==> src/rtl/mips_cpu_wb_arbiter_if.sv <==
// Bundle of execute/memory writeback requests, decode hazard queries and the regfile write port.
// The arbiter takes the slave side; the producer/consumer stages take the master side.
interface mips_cpu_wb_arbiter_if #(
   parameter int DEPTH = 4
);
   localparam int CW = $clog2(DEPTH + 1);

   logic          alu_valid;
   logic          alu_ready;
   logic [4:0]    alu_reg;
   logic [31:0]   alu_data;
   logic          load_valid;
   logic          load_ready;
   logic [4:0]    load_reg;
   logic [31:0]   load_data;
   logic [5:0]    load_opcode;
   logic [1:0]    load_addr_lo;
   logic          flush;
   logic [4:0]    q_reg1;
   logic [4:0]    q_reg2;
   logic          q_busy1;
   logic          q_busy2;
   logic          wb_regwrite;
   logic [4:0]    wb_writereg;
   logic [31:0]   wb_writedata;
   logic [5:0]    wb_opcode;
   logic [1:0]    wb_addr_lo;
   logic [CW-1:0] fifo_count;

   // Both offer paths use valid/ready: a transfer happens on the posedge where valid && ready,
   // valid may not depend on ready, and ready is computed from registered state plus the offered reg.
   modport slave (
      input  alu_valid, alu_reg, alu_data,
      input  load_valid, load_reg, load_data, load_opcode, load_addr_lo,
      input  flush, q_reg1, q_reg2,
      output alu_ready, load_ready, q_busy1, q_busy2,
      output wb_regwrite, wb_writereg, wb_writedata, wb_opcode, wb_addr_lo, fifo_count
   );

   modport master (
      output alu_valid, alu_reg, alu_data,
      output load_valid, load_reg, load_data, load_opcode, load_addr_lo,
      output flush, q_reg1, q_reg2,
      input  alu_ready, load_ready, q_busy1, q_busy2,
      input  wb_regwrite, wb_writereg, wb_writedata, wb_opcode, wb_addr_lo, fifo_count
   );
endinterface

==> src/rtl/mips_cpu_wb_arbiter.sv <==
// Single regfile write port shared by load returns (priority) and ALU results (queued on loss),
// with a pending-write scoreboard for decode RAW stalls.
module mips_cpu_wb_arbiter #(
   parameter int DEPTH = 4
) (
   input  logic                 clk,
   input  logic                 rst_n,
   mips_cpu_wb_arbiter_if.slave bus
);
   localparam int CW = $clog2(DEPTH + 1);
   localparam int AW = (DEPTH > 1) ? $clog2(DEPTH) : 1;

   logic [DEPTH-1:0] r_valid;
   logic [4:0]       r_reg  [DEPTH];
   logic [31:0]      r_data [DEPTH];
   logic [AW-1:0]    r_wr;
   logic [AW-1:0]    r_rd;
   logic [CW-1:0]    r_count;

   logic        r_wb_regwrite;
   logic [4:0]  r_wb_writereg;
   logic [31:0] r_wb_writedata;
   logic [5:0]  r_wb_opcode;
   logic [1:0]  r_wb_addr_lo;

   logic w_hit_load, w_hit_q1, w_hit_q2;
   logic w_alu_ready, w_load_ready;
   logic w_load_take, w_pop, w_bypass, w_push;

   always_comb begin
      w_hit_load = 1'b0;
      w_hit_q1   = 1'b0;
      w_hit_q2   = 1'b0;
      for (int i = 0; i < DEPTH; i++) begin
         if (r_valid[i] && r_reg[i] == bus.load_reg) w_hit_load = 1'b1;
         if (r_valid[i] && r_reg[i] == bus.q_reg1)   w_hit_q1   = 1'b1;
         if (r_valid[i] && r_reg[i] == bus.q_reg2)   w_hit_q2   = 1'b1;
      end
   end

   assign w_alu_ready  = (r_count < CW'(DEPTH));
   // A load must not overtake an older queued ALU write to the same register.
   assign w_load_ready = !(bus.load_reg != 5'd0 && w_hit_load);

   // Writes to r0 complete their handshake but never occupy the port or the FIFO.
   assign w_load_take = bus.load_valid && w_load_ready && (bus.load_reg != 5'd0);
   assign w_pop       = !w_load_take && (r_count != '0);
   assign w_bypass    = !w_load_take && (r_count == '0) && bus.alu_valid && (bus.alu_reg != 5'd0);
   assign w_push      = bus.alu_valid && w_alu_ready && (bus.alu_reg != 5'd0) && !w_bypass;

   always_ff @(posedge clk or negedge rst_n) begin
      if (!rst_n) begin
         r_valid        <= '0;
         r_wr           <= '0;
         r_rd           <= '0;
         r_count        <= '0;
         r_wb_regwrite  <= 1'b0;
         r_wb_writereg  <= '0;
         r_wb_writedata <= '0;
         r_wb_opcode    <= '0;
         r_wb_addr_lo   <= '0;
      end else if (bus.flush) begin
         r_valid        <= '0;
         r_wr           <= '0;
         r_rd           <= '0;
         r_count        <= '0;
         r_wb_regwrite  <= 1'b0;
         r_wb_writereg  <= '0;
         r_wb_writedata <= '0;
         r_wb_opcode    <= '0;
         r_wb_addr_lo   <= '0;
      end else begin
         if (w_push) begin
            r_valid[r_wr] <= 1'b1;
            r_wr          <= r_wr + AW'(1);
         end
         if (w_pop) begin
            r_valid[r_rd] <= 1'b0;
            r_rd          <= r_rd + AW'(1);
         end
         case ({w_push, w_pop})
            2'b10:   r_count <= r_count + CW'(1);
            2'b01:   r_count <= r_count - CW'(1);
            default: r_count <= r_count;
         endcase

         r_wb_regwrite <= w_load_take || w_pop || w_bypass;
         if (w_load_take) begin
            r_wb_writereg  <= bus.load_reg;
            r_wb_writedata <= bus.load_data;
            r_wb_opcode    <= bus.load_opcode;
            r_wb_addr_lo   <= bus.load_addr_lo;
         end else if (w_pop) begin
            r_wb_writereg  <= r_reg[r_rd];
            r_wb_writedata <= r_data[r_rd];
            r_wb_opcode    <= 6'd0;
            r_wb_addr_lo   <= 2'd0;
         end else if (w_bypass) begin
            r_wb_writereg  <= bus.alu_reg;
            r_wb_writedata <= bus.alu_data;
            r_wb_opcode    <= 6'd0;
            r_wb_addr_lo   <= 2'd0;
         end else begin
            r_wb_writereg  <= '0;
            r_wb_writedata <= '0;
            r_wb_opcode    <= '0;
            r_wb_addr_lo   <= '0;
         end
      end
   end

   // Payload storage needs no reset; occupancy is tracked by r_valid.
   always_ff @(posedge clk) begin
      if (w_push && !bus.flush) begin
         r_reg[r_wr]  <= bus.alu_reg;
         r_data[r_wr] <= bus.alu_data;
      end
   end

   assign bus.alu_ready    = w_alu_ready;
   assign bus.load_ready   = w_load_ready;
   assign bus.q_busy1      = (bus.q_reg1 != 5'd0) &&
                             (w_hit_q1 || (r_wb_regwrite && r_wb_writereg == bus.q_reg1));
   assign bus.q_busy2      = (bus.q_reg2 != 5'd0) &&
                             (w_hit_q2 || (r_wb_regwrite && r_wb_writereg == bus.q_reg2));
   assign bus.wb_regwrite  = r_wb_regwrite;
   assign bus.wb_writereg  = r_wb_writereg;
   assign bus.wb_writedata = r_wb_writedata;
   assign bus.wb_opcode    = r_wb_opcode;
   assign bus.wb_addr_lo   = r_wb_addr_lo;
   assign bus.fifo_count   = r_count;
endmodule

==> src/flat_wrapper.sv <==
// flat-port wrapper written by rule: the top's interface ports become plain ports
module mips_cpu_wb_arbiter_flat 
#(
   parameter int DEPTH = 4
)
  (clk, rst_n, bus_alu_valid, bus_alu_reg, bus_alu_data, bus_load_valid, bus_load_reg, bus_load_data, bus_load_opcode, bus_load_addr_lo, bus_flush, bus_q_reg1, bus_q_reg2, bus_alu_ready, bus_load_ready, bus_q_busy1, bus_q_busy2, bus_wb_regwrite, bus_wb_writereg, bus_wb_writedata, bus_wb_opcode, bus_wb_addr_lo, bus_fifo_count);
  mips_cpu_wb_arbiter_if #(.DEPTH(DEPTH)) bus_i ();
  input  logic clk;
  input  logic rst_n;
  input wire logic [$bits(bus_i.alu_valid)-1:0] bus_alu_valid;
  input wire logic [$bits(bus_i.alu_reg)-1:0] bus_alu_reg;
  input wire logic [$bits(bus_i.alu_data)-1:0] bus_alu_data;
  input wire logic [$bits(bus_i.load_valid)-1:0] bus_load_valid;
  input wire logic [$bits(bus_i.load_reg)-1:0] bus_load_reg;
  input wire logic [$bits(bus_i.load_data)-1:0] bus_load_data;
  input wire logic [$bits(bus_i.load_opcode)-1:0] bus_load_opcode;
  input wire logic [$bits(bus_i.load_addr_lo)-1:0] bus_load_addr_lo;
  input wire logic [$bits(bus_i.flush)-1:0] bus_flush;
  input wire logic [$bits(bus_i.q_reg1)-1:0] bus_q_reg1;
  input wire logic [$bits(bus_i.q_reg2)-1:0] bus_q_reg2;
  output wire logic [$bits(bus_i.alu_ready)-1:0] bus_alu_ready;
  output wire logic [$bits(bus_i.load_ready)-1:0] bus_load_ready;
  output wire logic [$bits(bus_i.q_busy1)-1:0] bus_q_busy1;
  output wire logic [$bits(bus_i.q_busy2)-1:0] bus_q_busy2;
  output wire logic [$bits(bus_i.wb_regwrite)-1:0] bus_wb_regwrite;
  output wire logic [$bits(bus_i.wb_writereg)-1:0] bus_wb_writereg;
  output wire logic [$bits(bus_i.wb_writedata)-1:0] bus_wb_writedata;
  output wire logic [$bits(bus_i.wb_opcode)-1:0] bus_wb_opcode;
  output wire logic [$bits(bus_i.wb_addr_lo)-1:0] bus_wb_addr_lo;
  output wire logic [$bits(bus_i.fifo_count)-1:0] bus_fifo_count;
  assign bus_i.alu_valid = bus_alu_valid;
  assign bus_i.alu_reg = bus_alu_reg;
  assign bus_i.alu_data = bus_alu_data;
  assign bus_i.load_valid = bus_load_valid;
  assign bus_i.load_reg = bus_load_reg;
  assign bus_i.load_data = bus_load_data;
  assign bus_i.load_opcode = bus_load_opcode;
  assign bus_i.load_addr_lo = bus_load_addr_lo;
  assign bus_i.flush = bus_flush;
  assign bus_i.q_reg1 = bus_q_reg1;
  assign bus_i.q_reg2 = bus_q_reg2;
  assign bus_alu_ready = bus_i.alu_ready;
  assign bus_load_ready = bus_i.load_ready;
  assign bus_q_busy1 = bus_i.q_busy1;
  assign bus_q_busy2 = bus_i.q_busy2;
  assign bus_wb_regwrite = bus_i.wb_regwrite;
  assign bus_wb_writereg = bus_i.wb_writereg;
  assign bus_wb_writedata = bus_i.wb_writedata;
  assign bus_wb_opcode = bus_i.wb_opcode;
  assign bus_wb_addr_lo = bus_i.wb_addr_lo;
  assign bus_fifo_count = bus_i.fifo_count;
  mips_cpu_wb_arbiter #(.DEPTH(DEPTH)) u_core (.clk(clk), .rst_n(rst_n), .bus(bus_i));
endmodule
==> config.mk <==
export PLATFORM = sky130hd
export DESIGN_NAME = mips_cpu_wb_arbiter_flat
export DESIGN_NICKNAME = d
export VERILOG_FILES = /design/src/rtl/mips_cpu_wb_arbiter_if.sv /design/src/rtl/mips_cpu_wb_arbiter.sv /design/src/flat_wrapper.sv
export SDC_FILE = /design/constraint.sdc
export NUM_CORES = 1
export LEC_CHECK = 0
export CELL_PAD_IN_SITES_DETAIL_PLACEMENT = 1
export CELL_PAD_IN_SITES_GLOBAL_PLACEMENT = 1
export CORE_MARGIN = 4
export CORE_UTILIZATION = 48
export DETAILED_ROUTE_END_ITERATION = 10
export GPL_ROUTABILITY_DRIVEN = 0
export PLACE_DENSITY_LB_ADDON = 0.1
export SYNTH_ARGS = -nofsm -noshare
export SYNTH_HDL_FRONTEND = slang
export SYNTH_SLANG_ARGS = --single-unit
==> constraint.sdc <==
create_clock -name clk -period 7.6 [get_ports clk]
set_input_delay 1.52 -clock clk [delete_from_list [all_inputs] [get_ports clk]]
set_output_delay 1.52 -clock clk [all_outputs]
set_load 0.01 [all_outputs]
Yosys cells after proc, flatten, opt, wreduce, memory -nomap -nowiden
Memories as Yosys holds them, arrays and structs flattened.
Cells that the tools add are included.
{"block": "totals", "reg_bits": 57, "ram_bits": 148, "in_bits": 97, "out_inout_bits": 53, "wordCells": 126, "mem_count": 2}
{"memory": "u_core.r_data", "depth": 4, "word_bits": 32, "rd": 1, "rd_clocked_by_memory_dff": 0, "write_ports": 1, "line_no": "mips_cpu_wb_arbiter.sv:15", "source": "logic [31:0] r_data [DEPTH];"}
{"memory": "u_core.r_reg", "depth": 4, "word_bits": 5, "rd": 5, "rd_clocked_by_memory_dff": 0, "write_ports": 1, "line_no": "mips_cpu_wb_arbiter.sv:14", "source": "logic [4:0] r_reg [DEPTH];"}
{"block": "op_classes", "addsub": 4, "n_lt_le_gt_ge": 5, "n_eq_ne": 16, "muxes": 41, "n_bitwise": 3, "reduce_logical": 46}
{"op": "32-bit 2-to-1 mux", "n": 4}
{"op": "5-bit equality test", "n": 14}
{"op": "1-bit logical AND", "n": 29}
{"op": "5-bit 2-to-1 mux", "n": 4}
{"op": "5-bit nonzero test", "n": 4}
{"op": "1-bit 2-to-1 mux", "n": 17}
{"op": "4-bit 2-to-1 mux", "n": 4}
{"op": "2-bit 2-to-1 mux", "n": 6}
{"op": "6-bit 2-to-1 mux", "n": 2}
{"op": "2-bit by 3-bit < comparator with 1-bit output, second input constant", "n": 2}
{"op": "3-bit case mux with 2 select lines", "n": 1}
{"op": "3-bit nonzero test", "n": 2}
{"op": "2-bit by 1-bit adder with 2-bit output, second input constant", "n": 2}
{"op": "4-bit bitwise AND", "n": 1}
{"op": "1-bit demux with 2-bit select", "n": 2}
{"op": "2-bit by 1-bit greater-or-equal comparator with 1-bit output, second input constant", "n": 2}
{"op": "1-bit zero test", "n": 4}
{"op": "1-bit logical OR", "n": 4}
{"op": "4-bit NOT", "n": 1}
{"op": "4-bit bitwise OR", "n": 1}
{"op": "2-bit nonzero test", "n": 2}
{"op": "3-bit by 1-bit adder with 3-bit output, second input constant", "n": 1}
{"op": "3-bit zero test", "n": 1}
{"op": "3-bit < comparator, second input constant", "n": 1}
{"op": "other kinds (4)", "n": 4}

Longest topological paths before layout
Gate-level depths: netlist of the first run.
{"block": "depth", "ltp_word": 21, "ltp_mapped": 10, "ltp_nobuf": 9}

Worst setup path after synthesis of the first run
OpenSTA, ideal clock, no wires.
{"block": "synth_path", "path_type": "in2reg", "start": "in bus_load_reg[0]", "end": "mem u_core.r_data[0][0] (enable)", "setup_ns": 0.398, "arrival_time_ns": 3.818, "required_ns": 7.202, "setup_slack_ns": 3.384, "cell_stages": 8, "n_path_buf": 1, "cell_sequence": "buf_4 > xor2_1 > nor4_1 > and3_1 > nor4_4 > nand2_1 > a21boi_1 > and3_1"}
{"block": "synth_between", "elab_chain_len": 19, "elab_cells_between_ends": 26, "cone_classes": "eq/ne (4); mux (6); reduce/logical (16)"}
{"item": "from (decl)", "line_no": "flat_wrapper.sv:14", "source": "input wire logic [$bits(bus_i.load_reg)-1:0] bus_load_reg;"}
{"item": "5-bit equality test", "line_no": "mips_cpu_wb_arbiter.sv:35", "source": "if (r_valid[i] && r_reg[i] == bus.load_reg) w_hit_load = 1'b1;"}
{"item": "1-bit logical AND", "line_no": "mips_cpu_wb_arbiter.sv:35"}
{"item": "1-bit 2-to-1 mux (4 in a row)", "line_no": "mips_cpu_wb_arbiter.sv:35"}
{"item": "1-bit logical AND", "line_no": "mips_cpu_wb_arbiter.sv:43", "source": "assign w_load_ready = !(bus.load_reg != 5'd0 && w_hit_load);"}
{"item": "1-bit zero test", "line_no": "mips_cpu_wb_arbiter.sv:43"}
{"item": "1-bit logical AND", "line_no": "mips_cpu_wb_arbiter.sv:46", "source": "assign w_load_take = bus.load_valid && w_load_ready && (bus.load_reg != 5'd0);"}
{"item": "1-bit logical AND *", "line_no": "mips_cpu_wb_arbiter.sv:46"}
{"item": "1-bit zero test *", "line_no": "mips_cpu_wb_arbiter.sv:48", "source": "assign w_bypass = !w_load_take && (r_count == '0) && bus.alu_valid && (bus.alu_reg != 5'd0);"}
{"item": "1-bit logical AND * (3 in a row)", "line_no": "mips_cpu_wb_arbiter.sv:48"}
{"item": "1-bit zero test *", "line_no": "mips_cpu_wb_arbiter.sv:49", "source": "assign w_push = bus.alu_valid && w_alu_ready && (bus.alu_reg != 5'd0) && !w_bypass;"}
{"item": "1-bit logical AND *", "line_no": "mips_cpu_wb_arbiter.sv:49"}
{"item": "1-bit logical AND *", "line_no": "mips_cpu_wb_arbiter.sv:114", "source": "if (w_push && !bus.flush) begin"}
{"item": "1-bit 2-to-1 mux *", "line_no": "mips_cpu_wb_arbiter.sv:114"}
{"item": "1-bit 2-to-1 mux (not written as such) *", "line_no": "mips_cpu_wb_arbiter.sv:116", "source": "r_data[r_wr] <= bus.alu_data;"}
{"item": "to (decl)", "line_no": "mips_cpu_wb_arbiter.sv:15"}
Every way passes the cells marked *; elsewhere a longest branch is shown, timed or not.

Final worst setup path of the first run
{"block": "layout_path", "start": "in bus_load_reg[2]", "end": "out bus_load_ready"}
{"block": "layout_between", "elab_chain_len": 8, "elab_cells_between_ends": 15, "cone_classes": "eq/ne (4); mux (4); reduce/logical (7)"}
{"item": "5-bit equality test", "line_no": "mips_cpu_wb_arbiter.sv:35"}
{"item": "1-bit logical AND", "line_no": "mips_cpu_wb_arbiter.sv:35"}
{"item": "1-bit 2-to-1 mux (4 in a row)", "line_no": "mips_cpu_wb_arbiter.sv:35"}
{"item": "1-bit logical AND *", "line_no": "mips_cpu_wb_arbiter.sv:43"}
{"item": "1-bit zero test *", "line_no": "mips_cpu_wb_arbiter.sv:43"}
{"item": "to (decl)", "line_no": "flat_wrapper.sv:22", "source": "output wire logic [$bits(bus_i.load_ready)-1:0] bus_load_ready;"}
Marked as above.

==> results.md, run 1 <==
* TritonCTS clock tree: done
* Tot GR Track Use at 0.228
* Latest clock arrival within the worst-skew pair at 0.51 ns
* Max-slew violation count at 0
* Placed Instances at 965
* Clock Path Buffers at 3
* Worst rel slew slack at 0.276
* Clk_skew at 0.0142 ns
* Worst-path cell chain: clkdlybuf4s50_1, xor2_1, nor4_1, and3_1, nor4_4, nand2b_1, clkdlybuf4s50_1
* Die Span X at 146 µm
* First-pass GRT wire length at 38,500 µm
* Max FFs per register at 128
* Nets at 862
* Post-synth top area cell: edfxtp_1
* Synthesized area at 9170 µm²
* Hold path cells at 1
* Maximum VDD drop at 0.000190 V
* FMAX at 186 MHz
* RSZ-0062 raised after global routing: no
* Hold Path End: u_core.bus.fifo_count[0]$_DFFE_PN0P_
* Compound-Gate Fraction of Synth Area at 0.0667
* Xor/xnor cell area share of the yosys netlist at 0.0688
* Routed WL at 24,200 µm
* Top cell type's share of synthesized area at 0.485
* CTS sink cnt at 205
* Most frequent cells after synthesis: 148 x edfxtp_1, 74 x nand2_1, 57 x dfrtp_1, 56 x xor2_1, 44 x nor2_1
* Layout Cells excl Fill at 1,007
* Inserted Clock Buffers at 23
* Post-synth EDFFs at 148
* Max stage delay cell, worst path: clkdlybuf4s50_1
* Routed Antenna Nets at 0
* Main combinational cell family by area after synthesis: multiplexers
* CTS Hold Buffers Added at 0
* Initial drt markers at 351
* Synth Net Count at 733
* Static leakage at 4.12 nW
* Min-Delay Path Class: reg2reg
* MaxCap Viol Count at 0
* Post-synthesis mux area share at 0.0932
* Die area at 21,400 µm²
* Die Span Y at 146 µm
* DRT Pass-1 Iters at 4
* Fin crit share at 0.706
* Critical Path Source Type: input port
* Port Buf Inserts at 149
* Hold wc startpoint: u_core.bus.fifo_count[0]$_DFFE_PN0P_
* Layout cells sized above 1 at 0.131
* Vias in the first global route at 6,657
* Post-place instance area at 10,800 µm²
* Core ar. at 18,800 µm²
* Reg-to-reg endpoint: u_core.r_data[2][12]$_DFFE_PP_
* Worst R2R Start: u_core.r_reg[3][4]$_DFFE_PP_
* Clock-pin slew on the worst setup and hold paths at 0.05 ns
* Initial Util at 0.488
* Synthesized-area fraction occupied by adder cells at 0.0131
* Register bit total from synthesis at 205
* # IOs at 150
* CP arrival at 3.85 ns
* Drc violations at 0
* Overflow after GRT at 0
* Pin count of the biggest net entering global routing at 80
* Endpoints failing setup at 0
* Average size of a mapped cell at 14.6 µm²
* Final Instance Area at 11,600 µm²
* Vias at 5,925
* Most frequent cell after synthesis: edfxtp_1
* Reg2reg path depth at 7
* Register area share after synthesis at 0.640
* Synthesis-to-finish area growth at 26.0%
* Post-synthesis simple-gate area fraction at 0.0882
* Buf/Inv on CP at 2
* Hpwl dp at 14,700 µm
* Tmin final at 5.37 ns
* Status: finished clean
* Cells after Synth at 627
* CP endpoint kind: output port
* Synth top area cells: edfxtp_1 48%, dfrtp_1 16%, mux4_2 9.1%
* FFs w/ async S/R, synth at 0.278
* CP max stage delay at 0.65 ns
* CTS H-tree depth at 1
* Crit path top cell by count: clkdlybuf4s50_1
* R2r setup slk at 3.53 ns
* Tightest Pin Transition at 1.09 ns
* Post-synth cell types at 40
* Root Driver: clkbuf_16
* # rows at 50
* Synth Flop Type: edfxtp_1
* Top delay family on crit path: buffers and inverters
* Critical path class: in2out
* ANT cells at 0
* Post-cts sizing count at 0
* TNS Setup at 0 ns
* Setup bufs post-CTS at 0
* Pwr Density at 252 nW/µm²
* Critical-path maximum fanout at 6
* Hold Violations, Final at 0
* Antenna violations before repair at 0
* Routed len/inst at 24.0 µm
* CP Data Required Time at 6.08 ns
* Drt via density at 5.88
* Yosys warnings at 0
==> worst reg2reg max path: cells and delay by family (launching register included) <==
family | cells | cell delay, ns
compound gates | 1 | 0.65
xor+xnor | 1 | 0.20
flops | 1 | 0.52
simple gates | 5 | 2.31
==> final cells by class <==
type | count | area, µm²
Tap cell | 234 | 293
Timing Repair Buffer | 152 | 1510
Clock inverter | 15 | 211
Clock buffer | 27 | 591
Inverter | 8 | 30.0
Fill cell | 1758 | 7210
Sequential cell | 205 | 5880
Multi-Input combinational cell | 366 | 3040
==> metrics by stage <==
stage / hold WS (ns) / setup WS, ns / total power, W / util
after floorplan: 0.577 / 3.38 / 0.00155 / -
after global placement: 0.596 / 2.08 / 0.00174 / 0.573
final: 0.631 / 2.23 / 0.00291 / 0.616
after detailed placement: 0.621 / 1.87 / 0.00175 / 0.573
after global routing: 0.694 / 2.13 / 0.00302 / 0.616
after CTS: 0.631 / 2.23 / 0.00293 / 0.616
==> where the power goes <==
group	internal [W]	leakage [nW]	switching [W]
Clock	0.000730	0.395	0.000447
Sequential	0.00126	2.09	0.0000531
Combinational	0.000203	1.64	0.000218
==> metal layers <==
layer  track usage  routed length (µm)
met5             0                   0
met1         0.303               10000
met4        0.0513                 433
met3        0.0425                1350
met2         0.395               12400
==> cell usage in the layout, fill, tap and decap left out, drive strengths merged, types with 15 or more instances in the layout <==
cell,netlist,routed
clkdlybuf4s50,0,148
edfxtp,148,148
nand2,74,74
dfrtp,57,57
xor2,56,56
nor2,45,45
mux4,37,37
a311oi,37,37
clkbuf,30,27
and3,18,18
xnor2,16,16
nand3,15,15
nor4,15,15
==> logic make-up (layout without fill, tap and decap cells) <==
family | after synthesis | in the layout
adders and majority gates | 9 | 9
buffers and inverters | 56 | 202
and+or+nand+nor | 177 | 177
muxes | 39 | 39
xor gates and xnor gates | 72 | 72
AOI/OAI and AO/OA | 69 | 69
DFF | 205 | 205
==> worst max-delay path by stage <==
stage,start,endpoint,slack (ns),cells after the start
4_1_cts,bus_load_reg[2],bus_load_ready,2.23,7
5_1_grt,bus_load_reg[2],u_core.r_reg[1][0]$_DFFE_PP_,2.13,8
2_1_floorplan,bus_load_reg[0],u_core.r_data[0][0]$_DFFE_PP_,3.38,8
3_5_place_dp,bus_load_reg[2],u_core.r_data[1][25]$_DFFE_PP_,1.87,8
3_3_place_gp,bus_load_reg[2],u_core.r_data[0][14]$_DFFE_PP_,2.08,8
6_report,bus_load_reg[2],bus_load_ready,2.23,7
Note: power is estimated with default switching activity, not from simulation.
==> inputs of run 2 (changes only) <==
--- a/config.mk
+++ b/config.mk
@@ -8,7 +8,7 @@
 export CELL_PAD_IN_SITES_DETAIL_PLACEMENT = 1
 export CELL_PAD_IN_SITES_GLOBAL_PLACEMENT = 1
 export CORE_MARGIN = 4
-export CORE_UTILIZATION = 48
+export CORE_UTILIZATION = 44
 export DETAILED_ROUTE_END_ITERATION = 10
 export GPL_ROUTABILITY_DRIVEN = 0
 export PLACE_DENSITY_LB_ADDON = 0.1
==> constraint.sdc (replaced) <==
create_clock -name clk -period 5.3 [get_ports clk]
set_input_delay 1.06 -clock clk [delete_from_list [all_inputs] [get_ports clk]]
set_output_delay 1.06 -clock clk [all_outputs]
set_load 0.01 [all_outputs]
==> run 2 against run 1 <==
Routed wire length grew 1.0%. Critical path type unchanged. Sequential power up 44%. First-iteration DRC count increased by 9.1%.
==> results.md, run 2 (same netlist as run 1, synthesis figures left out) <==
* Antenna violations before repair at 0
* Max FFs per register at 128
* CP arrival at 3.44 ns
* Die Span X at 152 µm
* Tmin final at 4.50 ns
* CP Data Required Time at 4.24 ns
* CP endpoint kind: output port
* # rows at 52
* Endpoints failing setup at 0
* Worst R2R Start: u_core.r_reg[1][4]$_DFFE_PP_
* Core ar. at 20,400 µm²
* Post-place instance area at 10,900 µm²
* Pin count of the biggest net entering global routing at 79
* Fin crit share at 0.849
* Port Buf Inserts at 149
* Vias in the first global route at 6,552
* Die Span Y at 152 µm
* Status: finished clean
* CTS H-tree depth at 1
* Synthesis-to-finish area growth at 27.1%
* Clk_skew at 0.0134 ns
* Post-cts sizing count at 0
* Inserted Clock Buffers at 23
* Hpwl dp at 15,700 µm
* Vias at 5,856
* Setup bufs post-CTS at 0
* Routed Antenna Nets at 0
* Min-Delay Path Class: in2async
* Max-slew violation count at 0
* Psw at 0.00102 W
* Root Driver: clkbuf_16
* Number of fill cells at 1,966
* Switch share at 0.251
* Routed WL at 24,400 µm
* TritonCTS clock tree: done
* Drc violations at 0
* First-pass GRT wire length at 39,000 µm
* Final Instance Area at 11,700 µm²
* Critical Path Source Type: input port
* TNS Setup at 0 ns
* Die area at 23,200 µm²
* DRT Pass-1 Iters at 5
* CTS sink cnt at 205
* Commonest non-fill, non-tap cells in the layout: 148 x clkdlybuf4s50_1, 148 x edfxtp_1, 73 x nand2_1
* CTS Hold Buffers Added at 0
* Logic pwr share at 0.149
* Part of the power in the clock network at 0.387
* Layout cells sized above 1 at 0.134
* Initial drt markers at 383
* FMAX at 222 MHz
* # IOs at 150
* Initial Util at 0.450
* Latest clock arrival within the worst-skew pair at 0.51 ns
* Tot GR Track Use at 0.212
* Pwr Density at 348 nW/µm²
* Routed len/inst at 23.3 µm
* Drt via density at 5.58
* Setup crit start: bus_load_reg[4]
* Critical path class: in2out
* Clock Path Buffers at 3
* Overflow after GRT at 0
* Hold Violations, Final at 0
* Critical-path maximum fanout at 6
* Clock-pin slew on the worst setup and hold paths at 0.06 ns
* RSZ-0062 raised after global routing: no
* MaxCap Viol Count at 0
* Worst rel slew slack at 0.257
* Nets at 868
* Maximum VDD drop at 0.000329 V
* Final hold slack at 0.599 ns
* Static leakage at 4.14 nW
* Sequential power share at 0.463
* Tightest Pin Transition at 1.11 ns
* ANT cells at 0
* Pint at 0.00304 W
[run 2: cell count changes in the layout (fill, tap and decap cells not counted), sizes merged]
cell      previous run  this run
clkinv               7         8
inv                 10         9
bufinv               5         1
clkbuf              27        32
buf                  4        10
clkinvlp             1         0
[run 2: metrics by stage]
stage               total power [W]  instances  utilization  setup WS (ns)
finish                      0.00406       1049        0.572          0.799
global route                0.00424       1049        0.572          0.643
CTS                         0.00411       1049        0.572          0.777
detailed placement          0.00252       1007        0.535          0.847
global placement            0.00250       1007        0.535          0.924
floorplan                   0.00223        627            -           1.54
[run 2: cell type report]
| class | count | area, µm² | share of cell area |
|---|---|---|---|
| clock buffer | 32 | 679 | 0.0583 |
| inverter | 8 | 30.0 | 0.00258 |
| clock inverter | 10 | 82.6 | 0.00709 |
| timing repair buffer | 158 | 1600 | 0.138 |
| multi-input combinational | 366 | 3040 | 0.261 |
| sequential | 205 | 5880 | 0.504 |
| tap | 270 | 338 | 0.0290 |
[run 2: power by group through the flow]
stage | Combinational [W] | Clock [W] | Sequential [W]
after global placement | 0.000593 | 0 | 0.00191
final | 0.000606 | 0.00157 | 0.00188
after CTS | 0.000614 | 0.00161 | 0.00188
after detailed placement | 0.000609 | 0 | 0.00192
after floorplan | 0.000347 | 0 | 0.00188
after global routing | 0.000658 | 0.00169 | 0.00189
[run 2: worst max-delay path, stage by stage]
cell             delay, ns
clkdlybuf4s50_1       0.67
xor2_1                0.23
nor4_1                0.10
and3_1                0.20
nor4_4                0.46
nand2b_1              0.19
clkdlybuf4s50_1       0.54
[run 2: routing by layer]
| metal | track usage | part of all wire | vias up |
|---|---|---|---|
| met4 | 0.0475 | 0.020 | 0 |
| met3 | 0.0395 | 0.061 | 42 |
| li1 | - | - | 2633 |
| met5 | 0 | 0 | - |
| met2 | 0.360 | 0.50 | 195 |
| met1 | 0.285 | 0.42 | 2986 |
[run 2: path summary, 6_finish.rpt]
kind	endpoint	slack, ns	cells past startpoint
max in group asynchronous	u_core.r_rd[0]$_DFFE_PN0P_	3.73	2
setup / recovery	bus_load_ready	0.80	7
min in group clk	u_core.bus.fifo_count[0]$_DFFE_PN0P_	0.63	1
hold reg to reg	u_core.bus.fifo_count[0]$_DFFE_PN0P_	0.63	1
hold / removal	u_core.bus.wb_writedata[31]$_DFF_PN0_	0.60	1
setup reg to reg	u_core.r_data[1][2]$_DFFE_PP_	2.19	8
==> inputs of run 3 (changes only) <==
==> constraint.sdc (replaced) <==
create_clock -name clk -period 4.2 [get_ports clk]
set_input_delay 0.84 -clock clk [delete_from_list [all_inputs] [get_ports clk]]
set_output_delay 0.84 -clock clk [all_outputs]
set_load 0.01 [all_outputs]
==> run 3 against run 2 <==
Clock-buffer cell count fell by 3. Sequential share of layout area shrank 0.081 points. First-iteration DRC count fell by 16%. Flip-flop and latch count unchanged. Critical path type unchanged. Cell area up 0.16%. Die area stayed put. Critical path depth is the same. Sequential power up 26%. Core utilization grew 0.092 points.
==> results.md, run 3 (same netlist as run 1, synthesis figures left out) <==
* Vias at 5,865
* CTS Hold Buffers Added at 0
* CTS sink cnt at 205
* CP arrival at 2.99 ns
* Critical Path Source Type: input port
* Drc violations at 0
* Post-layout util at 0.573
* CP Data Required Time at 3.36 ns
* Fin worst setup slack at 0.374 ns
* Latest clock arrival within the worst-skew pair at 0.51 ns
* Max FFs per register at 128
* FMAX at 261 MHz
* Clock Path Buffers at 3
* Min-Delay Path Class: in2async
* Post-place setup slack at 0.376 ns
* Hpwl dp at 15,800 µm
* Die Span X at 152 µm
* Overflow after GRT at 0
* RSZ-0062 raised after global routing: no
* Vias in the first global route at 6,515
* Hold Violations, Final at 0
* Pin count of the biggest net entering global routing at 79
* Max-slew violation count at 0
* Buf/Inv on CP at 2
* Initial Util at 0.450
* Worst rel slew slack at 0.241
* Nets at 875
* Critical-path maximum fanout at 6
* Endpoints failing setup at 0
* CTS H-tree depth at 1
* Synthesis-to-finish area growth at 27.3%
* Maximum VDD drop at 0.000363 V
* Layout cells sized above 1 at 0.144
* Critical path class: in2out
* TNS Setup at 0 ns
* CP max stage delay at 0.65 ns
* # rows at 52
* Commonest non-fill, non-tap cells in the layout: 148 x clkdlybuf4s50_1, 148 x edfxtp_1, 73 x nand2_1
* DRT Pass-1 Iters at 4
* Top delay family on crit path: buffers and inverters
* Number of fill cells at 1,969
* Crit path top cell by count: clkdlybuf4s50_1
* Tightest Pin Transition at 1.14 ns
* Final hold slack at 0.451 ns
* CP endpoint kind: output port
* Clk_skew at 0.0103 ns
* # IOs at 150
* Core ar. at 20,400 µm²
* Tmin final at 3.83 ns
* Die Span Y at 152 µm
* Initial drt markers at 321
* Routed len/inst at 23.0 µm
* Max stage delay cell, worst path: clkdlybuf4s50_1
* Root Driver: clkbuf_16
* Drt via density at 5.55
* TritonCTS clock tree: done
* Fin crit share at 0.911
* Clock-pin slew on the worst setup and hold paths at 0.05 ns
* Post-cts sizing count at 0
* Final Instance Area at 11,700 µm²
* Worst-path cell chain: clkdlybuf4s50_1, xor2_1, nor4_1, and3_1, nor4_4, nand2b_1, clkdlybuf4s50_1
* MaxCap Viol Count at 0
* Pwr Density at 443 nW/µm²
* Tot GR Track Use at 0.207
* Setup bufs post-CTS at 0
* Inserted Clock Buffers at 23
* Routed WL at 24,300 µm
* Status: finished clean
* Antenna violations before repair at 1
* Die area at 23,200 µm²
* Static leakage at 4.17 nW
* Post-place instance area at 10,900 µm²
* Port Buf Inserts at 149
* Routed Antenna Nets at 0
* First-pass GRT wire length at 38,300 µm
[run 3: changes by cell type in the layout (fill, tap and decap cells not counted)]
cell / before / now
clkbuf_1: 2 / 4
buf_12: 4 / 0
clkinv_1: 6 / 2
clkinv_4: 0 / 2
clkinv_8: 1 / 0
buf_4: 5 / 16
diode_2: 0 / 1
clkinv_2: 1 / 2
clkinvlp_4: 0 / 2
bufinv_16: 1 / 3
clkbuf_8: 7 / 2
inv_6: 1 / 2
[run 3: metrics by stage]
step	power, W	cells
floorplan	0.00281	627
global placement	0.00316	1014
detailed placement	0.00319	1014
CTS	0.00524	1056
global route	0.00540	1056
finish	0.00517	1057
[run 3: layout make-up]
| cell class | instances | area [µm²] | area share |
|---|---|---|---|
| diodes | 1 | 2.50 | 0.000214 |
| clock buffers | 29 | 618 | 0.0530 |
| clock inverters | 13 | 158 | 0.0135 |
| inverters | 8 | 30.0 | 0.00257 |
| multi-input cells | 366 | 3040 | 0.261 |
| flip-flops and latches | 205 | 5880 | 0.503 |
| well taps | 270 | 338 | 0.0289 |
| repair buffers | 165 | 1610 | 0.138 |
[run 3: worst paths after layout]
| kind | startpoint | to | slack (ns) | cells past startpoint |
|---|---|---|---|---|
| worst min register to register | u_core.bus.fifo_count[0]$_DFFE_PN0P_ | u_core.bus.fifo_count[0]$_DFFE_PN0P_ | 0.64 | 1 |
| worst max register to register | u_core.r_reg[1][4]$_DFFE_PP_ | u_core.r_data[0][0]$_DFFE_PP_ | 1.30 | 9 |
| worst max-delay path | bus_load_reg[2] | bus_load_ready | 0.37 | 7 |
| max in group asynchronous | rst_n | u_core.bus.wb_writedata[17]$_DFF_PN0_ | 2.87 | 2 |
| min in group clk | u_core.bus.fifo_count[0]$_DFFE_PN0P_ | u_core.bus.fifo_count[0]$_DFFE_PN0P_ | 0.64 | 1 |
| worst min-delay path | rst_n | u_core.bus.wb_writedata[1]$_DFF_PN0_ | 0.45 | 1 |
[run 3: metal layers]
layer	GRT usage	routed length, µm	part of all wire	vias up
li1	-	-	-	2645
met1	0.281	10400	0.43	3007
met5	0	20	0.00082	-
met4	0.0467	434	0.018	2
met2	0.348	12100	0.50	176
met3	0.0446	1370	0.057	35
[run 3: where the power goes]
part           internal (W)  total, W  switching, W
Clock               0.00124   0.00203      0.000797
Combinational      0.000376  0.000768      0.000392
Sequential          0.00227   0.00237      0.000102
